`src/rtl/mult_product_accumulator.sv`:
```
// Saturating burst accumulator behind the 4x4 array multiplier.
// Sums up to BURST_LEN products per result, then holds the result until the consumer takes it.
module mult_product_accumulator #(
  parameter int unsigned PROD_W    = 8,
  parameter int unsigned ACC_W     = 16,
  parameter int unsigned BURST_LEN = 4,
  localparam int unsigned CNT_W    = $clog2(BURST_LEN + 1)
) (
  input  logic              i_clk,
  input  logic              i_rst,
  input  logic [PROD_W-1:0] i_prod_in,
  input  logic              i_prod_valid,
  output logic              o_prod_ready,
  input  logic              i_flush,
  output logic [ACC_W-1:0]  o_acc_sum,
  output logic [CNT_W-1:0]  o_acc_count,
  output logic              o_acc_sat,
  output logic              o_acc_valid,
  input  logic              i_acc_ready
);

  typedef enum logic [0:0] {StAccum, StHold} state_e;

  state_e             r_state;
  logic [ACC_W-1:0]   r_acc_sum;
  logic [CNT_W-1:0]   r_acc_count;
  logic               r_acc_sat;

  logic               w_accept;
  logic [ACC_W:0]     w_sum_ext;
  logic               w_overflow;
  logic [ACC_W-1:0]   w_sum_sat;
  logic [CNT_W-1:0]   w_count_inc;
  logic               w_burst_done;
  logic               w_flush_close;

  always_comb begin
    w_accept      = i_prod_valid && (r_state == StAccum);
    w_sum_ext     = {1'b0, r_acc_sum} + (ACC_W + 1)'(i_prod_in);
    w_overflow    = w_sum_ext[ACC_W];
    w_sum_sat     = w_overflow ? {ACC_W{1'b1}} : w_sum_ext[ACC_W-1:0];
    w_count_inc   = r_acc_count + CNT_W'(1);
    w_burst_done  = w_accept && (w_count_inc == CNT_W'(BURST_LEN));
    // An empty burst is never closed by flush; a same-cycle accept makes it non-empty.
    w_flush_close = i_flush && ((r_acc_count != '0) || w_accept);
  end

  always_ff @(posedge i_clk) begin
    if (i_rst) begin
      r_state     <= StAccum;
      r_acc_sum   <= '0;
      r_acc_count <= '0;
      r_acc_sat   <= 1'b0;
    end else begin
      unique case (r_state)
        StAccum: begin
          if (w_accept) begin
            r_acc_sum   <= w_sum_sat;
            r_acc_sat   <= r_acc_sat | w_overflow;
            r_acc_count <= w_count_inc;
          end
          if (w_burst_done || w_flush_close) begin
            r_state <= StHold;
          end
        end
        StHold: begin
          if (i_acc_ready) begin
            r_state     <= StAccum;
            r_acc_sum   <= '0;
            r_acc_count <= '0;
            r_acc_sat   <= 1'b0;
          end
        end
        default: r_state <= StAccum;
      endcase
    end
  end

  assign o_prod_ready = (r_state == StAccum);
  assign o_acc_valid  = (r_state == StHold);
  assign o_acc_sum    = r_acc_sum;
  assign o_acc_count  = r_acc_count;
  assign o_acc_sat    = r_acc_sat;

endmodule
```
`config.mk`:
```
export PLATFORM = sky130hd
export DESIGN_NAME = mult_product_accumulator
export DESIGN_NICKNAME = d
export VERILOG_FILES = /design/src/rtl/mult_product_accumulator.sv
export SDC_FILE = /design/constraint.sdc
export NUM_CORES = 1
export LEC_CHECK = 0
export ABC_AREA = 1
export CAP_MARGIN = 10
export CORE_MARGIN = 2
export CORE_UTILIZATION = 54
export DETAILED_ROUTE_END_ITERATION = 8
export GPL_ROUTABILITY_DRIVEN = 0
export GPL_TIMING_DRIVEN = 1
export PLACE_DENSITY = 0.93
export SLEW_MARGIN = 20
export SYNTH_ARGS = -nofsm -noshare
export SYNTH_HDL_FRONTEND = slang
export SYNTH_SLANG_ARGS = --single-unit
export TNS_END_PERCENT = 30
```
`constraint.sdc`:
```
create_clock -name i_clk -period 4 [get_ports i_clk]
set_clock_uncertainty 0.15 [all_clocks]
set_input_delay 0.8 -clock i_clk [delete_from_list [all_inputs] [get_ports i_clk]]
set_output_delay 0.8 -clock i_clk [all_outputs]
set_load 0.01 [all_outputs]
```
==> results of run 1 <==
[layout make-up]
class | instances | area share (%)
inverters | 39 | 7.80
clock buffers | 4 | 1.38
flip-flops and latches | 21 | 22.0
multi-input cells | 174 | 48.9
well taps | 31 | 2.03
repair buffers | 34 | 17.8
[worst paths after layout]
kind | end | slack [ns]
worst max-delay path | o_acc_sum[6]$_SDFFE_PP0P_ | 1.34
worst min-delay path | o_acc_sat$_SDFFE_PP0P_ | 0.32
worst max register to register | o_acc_sum[6]$_SDFFE_PP0P_ | 1.90
worst min register to register | o_acc_sat$_SDFFE_PP0P_ | 0.32
[sequential cells by signal, summed over array words and instances, names as in the netlist]
| name | cells |
|---|---|
| o_acc_sum | 16 |
| o_acc_valid | 1 |
| o_acc_count | 3 |
| o_acc_sat | 1 |
[cells by family after synthesis]
logic type	Yosys count
DFF	21
AOI/OAI and AO/OA	39
and+or+nand+nor	123
buffers and inverters	43
adders and majority gates	12
[per-stage QoR]
step                      std cells  power, W
final                           303  0.000515
after global routing            303  0.000541
after CTS                       303  0.000512
after detailed placement        299  0.000407
after global placement          299  0.000403
after floorplan                 238  0.000342
[per-layer routing]
metal  routed length, um  up-vias  GRT usage, %
met5                   0        -             0
met4                  82        0          9.97
met3                 304       11          3.85
met2                1780       82          41.7
met1                1730      768          31.9
li1                    -      840             -
[critical path: stages]
cell	delay (ns)
clkdlybuf4s50_1	0.41
ha_1	0.23
fa_1	0.41
nand3_1	0.12
nand2_2	0.08
nand2_1	0.10
nand2_2	0.12
nand2_2	0.12
inv_4	0.06
nand2_4	0.11
nand3_2	0.08
nand2_1	0.07
inv_1	0.04
[cells in the mapped netlist, drive strengths merged]
library cell,n,share of area [%]
clkbuf,1,0.25
nor3,5,2.0
a31oi,7,2.9
buf,3,1.1
dfxtp,21,28
o21ai,5,1.6
nand2,74,20
ha,11,9.0
nand4,2,0.82
fa,1,1.3
nor4,1,1.4
nand3b,1,0.49
o22ai,1,0.41
a21o,1,0.49
nor2,12,3.0
nand3,28,9.5
a21oi,24,7.9
o21bai,1,0.74
inv,39,9.8
[power groups by stage]
| stage | Combinational, W | Clock (W) | Sequential, W |
|---|---|---|---|
| 2_1_floorplan | 0.0000980 | 0 | 0.000244 |
| 3_3_place_gp | 0.000163 | 0 | 0.000240 |
| 3_5_place_dp | 0.000166 | 0 | 0.000240 |
| 4_1_cts | 0.000167 | 0.000109 | 0.000236 |
| 5_1_grt | 0.000186 | 0.000116 | 0.000238 |
| 6_report | 0.000169 | 0.000110 | 0.000237 |
==> reports/qor.yml, run 1 <==
status: "finished, final reports clean"
syn-num-nets: 263
pre_cts_ws_ns: 1.03
seq_area_um2: 420
ios: 35
netlist_area_mm2: 0.00152
tightest_slew_ns: 0.719
rsz0062_at_grt: "no"
worst_slack_ns: 1.34
max_cap_viol_count: 0
dieArea_mm2: 0.00326
start_util_pct: 56.2
p_sw_share_pct: 34.8
required_ns: 4.08
peakVddDrop_v: 0.000194
drcViolationCount: 0
grt_start_max_net_pins: 19
n_antenna_cell: 0
crit_fanout: 9
reg2reg_from: "o_acc_sum[0]$_SDFFE_PP0P_"
drv_slew: 0
synth_area_per_cell_um2: 6.40
htree_levels: 1
vias: 1701
synth_simple_gate_area_share_pct: 36.9
routedWlPerCell_um: 12.9
cts_buffer_depth: 2
critPathKind: "input port to flop"
arrival_ns: 2.74
cts_tree: "built"
dieWidth_um: 57.1
final_common_cell: "nand2_1"
syn_inst: 238
rows: 19
synth-xor-area-share_pct: 0
muxShareOfSynthArea_pct: 0
area.growth.synth_to_final_pct: 25.2
grt_pass1_vias: 1575
drtIter0Drc: 66
synth_top_family_by_area: "simple AND/OR/NAND/NOR gates"
cts_setup_buffers: 0
ctsResizeCount: 0
cts_inserted_buffers: 3
hold_buffers: 0
pwr-share-clk_pct: 21.3
ys_ff_latch: 21
finalCritPeriodShare_pct: 66.5
synth_fa_ha_area_share_pct: 10.3
cts_root_buffer: "clkbuf_4"
fillCellCount: 245
grt_pass1_wl_um: 6500
hold_ws_ns: 0.318
clk_pin_slew_ns: 0.12
antenna_found_initial: 0
leakagePower_nw: 0.906
max_slew_margin_pct: 51.9
final_area_mm2: 0.00191
power.density_mw_per_mm2: 270
power.internal_w: 0.000336
fin_nets: 298
r2r_cells: 12
port_buffers: 34
startpoint: "i_prod_in[0]"
place_area_mm2: 0.00188
clkLatencyLatePin_ns: 0.31
yosysWarnings: 0
multi_input_area_um2: 933
synth-compound-area-share_pct: 14.0
ant_nets: 0
die_h_um: 57.1
clock_sinks: 21
max_freq_ghz: 0.376
most-common-layout-cells: "nand2_1, inv_1, clkdlybuf4s50_1"
hold_start: "o_acc_sat$_SDFFE_PP0P_"
layout-drive-gt1-share_pct: 5.88
via_per_inst: 5.61
setup_viol: 0
grtUsageTotal_pct: 24.8
endpoint_kind: "flop"
power_frac_comb_pct: 32.8
yosysSeqAreaShare_pct: 27.6
synth.distinct_cells: 26
core-area_mm2: 0.00271
critical_path.startpoint_type: "input port"
p_sw_w: 0.000179
hold_viol: 0
final.min_clock_period_ns: 2.66
p_seq_share_pct: 46.0
worstHoldPathCells: 2
hp-class: "flop to flop"
setup_tns_ns: 0
routed_wl_um: 3900
final_util_pct: 70.4
hpwl_um: 2830
grt.overflow.total: 0
dr.pass1.iters: 5
(Power assumes the default switching activity.)
==> run 2, diff against run 1 <==
--- a/config.mk
+++ b/config.mk
@@ -8,11 +8,11 @@
 export ABC_AREA = 1
 export CAP_MARGIN = 10
 export CORE_MARGIN = 2
-export CORE_UTILIZATION = 54
+export CORE_UTILIZATION = 45
 export DETAILED_ROUTE_END_ITERATION = 8
 export GPL_ROUTABILITY_DRIVEN = 0
 export GPL_TIMING_DRIVEN = 1
-export PLACE_DENSITY = 0.93
+export PLACE_DENSITY = 0.84
 export SLEW_MARGIN = 20
 export SYNTH_ARGS = -nofsm -noshare
 export SYNTH_HDL_FRONTEND = slang
==> constraint.sdc (replaced) <==
create_clock -name i_clk -period 2.41 [get_ports i_clk]
set_clock_uncertainty 0.15 [all_clocks]
set_input_delay 0.482 -clock i_clk [delete_from_list [all_inputs] [get_ports i_clk]]
set_output_delay 0.482 -clock i_clk [all_outputs]
set_load 0.01 [all_outputs]
==> run 2 against run 1 <==
- die area grew 19%
- wire length grew 0.54%
- total power grew 71%
- core utilization shrank 9.6 points
- critical path depth is the same
- setup slack lost 1.2 ns
- sequential share of layout area shrank 0.97 points
- global-route usage shrank 3.2 points
- combinational power grew 79%
- flip-flop and latch count is the same
- cell area grew 4.6%
- largest cell class unchanged
==> reports/qor.yml, run 2 (same netlist as run 1, synthesis figures left out) <==
status: "finished, final reports clean"
clk_pin_slew_ns: 0.13  # about the same
cts_buffer_depth: 2  # unchanged
fin_nets: 307  # +3.0%
leakagePower_nw: 0.955  # +5.4%
ant_nets: 0  # unchanged
dieArea_mm2: 0.00387  # +19%
wl_met1_um: 1750  # +1.2%
power.density_mw_per_mm2: 441  # +63%
layout-drive-gt1-share_pct: 9.25  # +3.4 points
hold_viol: 0  # unchanged
drtIter0Drc: 87  # +32%
htree_levels: 1  # unchanged
grt_start_max_net_pins: 13  # -6
routedWlPerCell_um: 12.0  # -6.8%
wl_met3_um: 245  # -19%
rsz0062_at_grt: "no"
grtUsageTotal_pct: 21.7  # -3.2 points
cts_root_buffer: "clkbuf_4"
port_buffers: 34  # unchanged
required_ns: 2.50  # -1.58 ns
clock_sinks: 21  # unchanged
hold_buffers: 0  # unchanged
arrival_ns: 2.34  # -0.40 ns
max_freq_ghz: 0.444
largest_reg_flops: 16  # unchanged
crit_path_frequent_cell: "nand2_2"
routed-wl-met2_um: 1840  # +3.4%
routed_wl_um: 3920  # +0.54%
via_per_inst: 5.09  # -9.2%
antenna_found_initial: 0  # unchanged
cts_tree: "built"
critPathKind: "input port to flop"
rows: 21  # +2
max_cap_viol_count: 0  # unchanged
top_layer_used: "met4"
crit_slowest_cell: "clkdlybuf4s50_1"
drv_slew: 0  # unchanged
final.min_clock_period_ns: 2.25
hpwl_um: 2930  # +3.6%
die_h_um: 62.2  # +8.9%
area.growth.synth_to_final_pct: 31.0
crit_fanout: 9  # unchanged
drcViolationCount: 0  # unchanged
place_inst: 323  # +8.0%
dieWidth_um: 62.2  # +8.9%
ios: 35  # unchanged
critical_path.startpoint_type: "input port"
hp-class: "flop to flop"
dr.pass1.iters: 4  # -1
grt_pass1_wl_um: 6800  # +4.7%
final_common_cell: "nand2_1"
grt_pass1_vias: 1632  # +3.6%
finalCritPeriodShare_pct: 93.4
peakVddDrop_v: 0.000240  # +24%
worstPathCellList: "clkdlybuf4s50_1, ha_1, fa_1, nand3_1, nand2_2, nand2_1, nand2_2, nand2_2, inv_4, nand2_4, nand3_2, nand2_1, inv_1"
max_slew_margin_pct: 64.7  # +13 points
grt.overflow.total: 0  # unchanged
cts_setup_buffers: 0  # unchanged
final_cells: 327  # +7.9%
endpoint_kind: "flop"
vias: 1666  # -2.1%
clkLatencyLatePin_ns: 0.32  # about the same
cpPeakStageDelay_ns: 0.40  # about the same
tightest_slew_ns: 0.526  # -0.193 ns
most-common-layout-cells: "nand2_1, inv_1, clkdlybuf4s50_1"
setup_viol: 0  # unchanged
n_antenna_cell: 0  # unchanged
ctsResizeCount: 0  # unchanged
place_area_mm2: 0.00197  # +4.6%
cts_inserted_buffers: 3  # unchanged
final_area_mm2: 0.00200  # +4.6%
core-area_mm2: 0.00328  # +21%
fillCellCount: 312  # +27%
start_util_pct: 46.4  # -9.8 points
run 2: changes by cell type in the layout (fill, tap and decap cells not counted):
cell | previous run | this run
clkbuf_1 | 1 | 0
buf_4 | 0 | 9
clkinv_2 | 0 | 1
run 2: final timing paths:
| check | cells past startpoint | slack, ns | from | endpoint |
|---|---|---|---|---|
| worst max-delay path | 13 | 0.16 | i_prod_in[0] | o_acc_sum[6]$_SDFFE_PP0P_ |
| worst max register to register | 12 | 0.39 | o_acc_sum[0]$_SDFFE_PP0P_ | o_acc_sum[6]$_SDFFE_PP0P_ |
| worst min-delay path | 2 | 0.34 | o_acc_sat$_SDFFE_PP0P_ | o_acc_sat$_SDFFE_PP0P_ |
| worst min register to register | 2 | 0.34 | o_acc_sat$_SDFFE_PP0P_ | o_acc_sat$_SDFFE_PP0P_ |
run 2: stage by stage:
step	utilization, %	setup WS, ns	TNS [ns]	power (W)	hold WS, ns
floorplan	-	0.338	0	0.000568	0.321
global placement	59.9	-0.122	-1.09	0.000695	0.306
detailed placement	59.9	-0.173	-1.78	0.000699	0.301
CTS	60.8	0.167	0	0.000885	0.329
global route	60.8	0.0788	0	0.000948	0.375
finish	60.8	0.158	0	0.000880	0.338
run 2: routing by layer:
layer | GRT usage [%] | up-vias
met5 | 0 | -
met4 | 10.8 | 0
met3 | 4.71 | 11
met2 | 36.3 | 63
met1 | 26.3 | 729
li1 | - | 863
run 2: layout make-up:
class                           instances  area, um2  area share, %
Clock inverter                          1       5.00          0.251
Tap cell                               46       57.6           2.88
Timing Repair Buffer                   43        408           20.4
Clock buffer                            3       22.5           1.13
Multi-Input combinational cell        174        933           46.8
Inverter                               39        149           7.46
Sequential cell                        21        420           21.1
run 2: where the power goes:
part | total (W) | switching (W) | internal (W)
registers | 0.000392 | 0.0000224 | 0.000369
logic | 0.000303 | 0.000160 | 0.000143
clock network | 0.000186 | 0.000123 | 0.0000623
run 2: worst max-delay path, delay by kind of cell:
family	cells	cell delay (ns)
AND/OR/NAND/NOR	8	0.73
adder cells (fa/ha/maj)	2	0.62
buffers and inverters	3	0.50
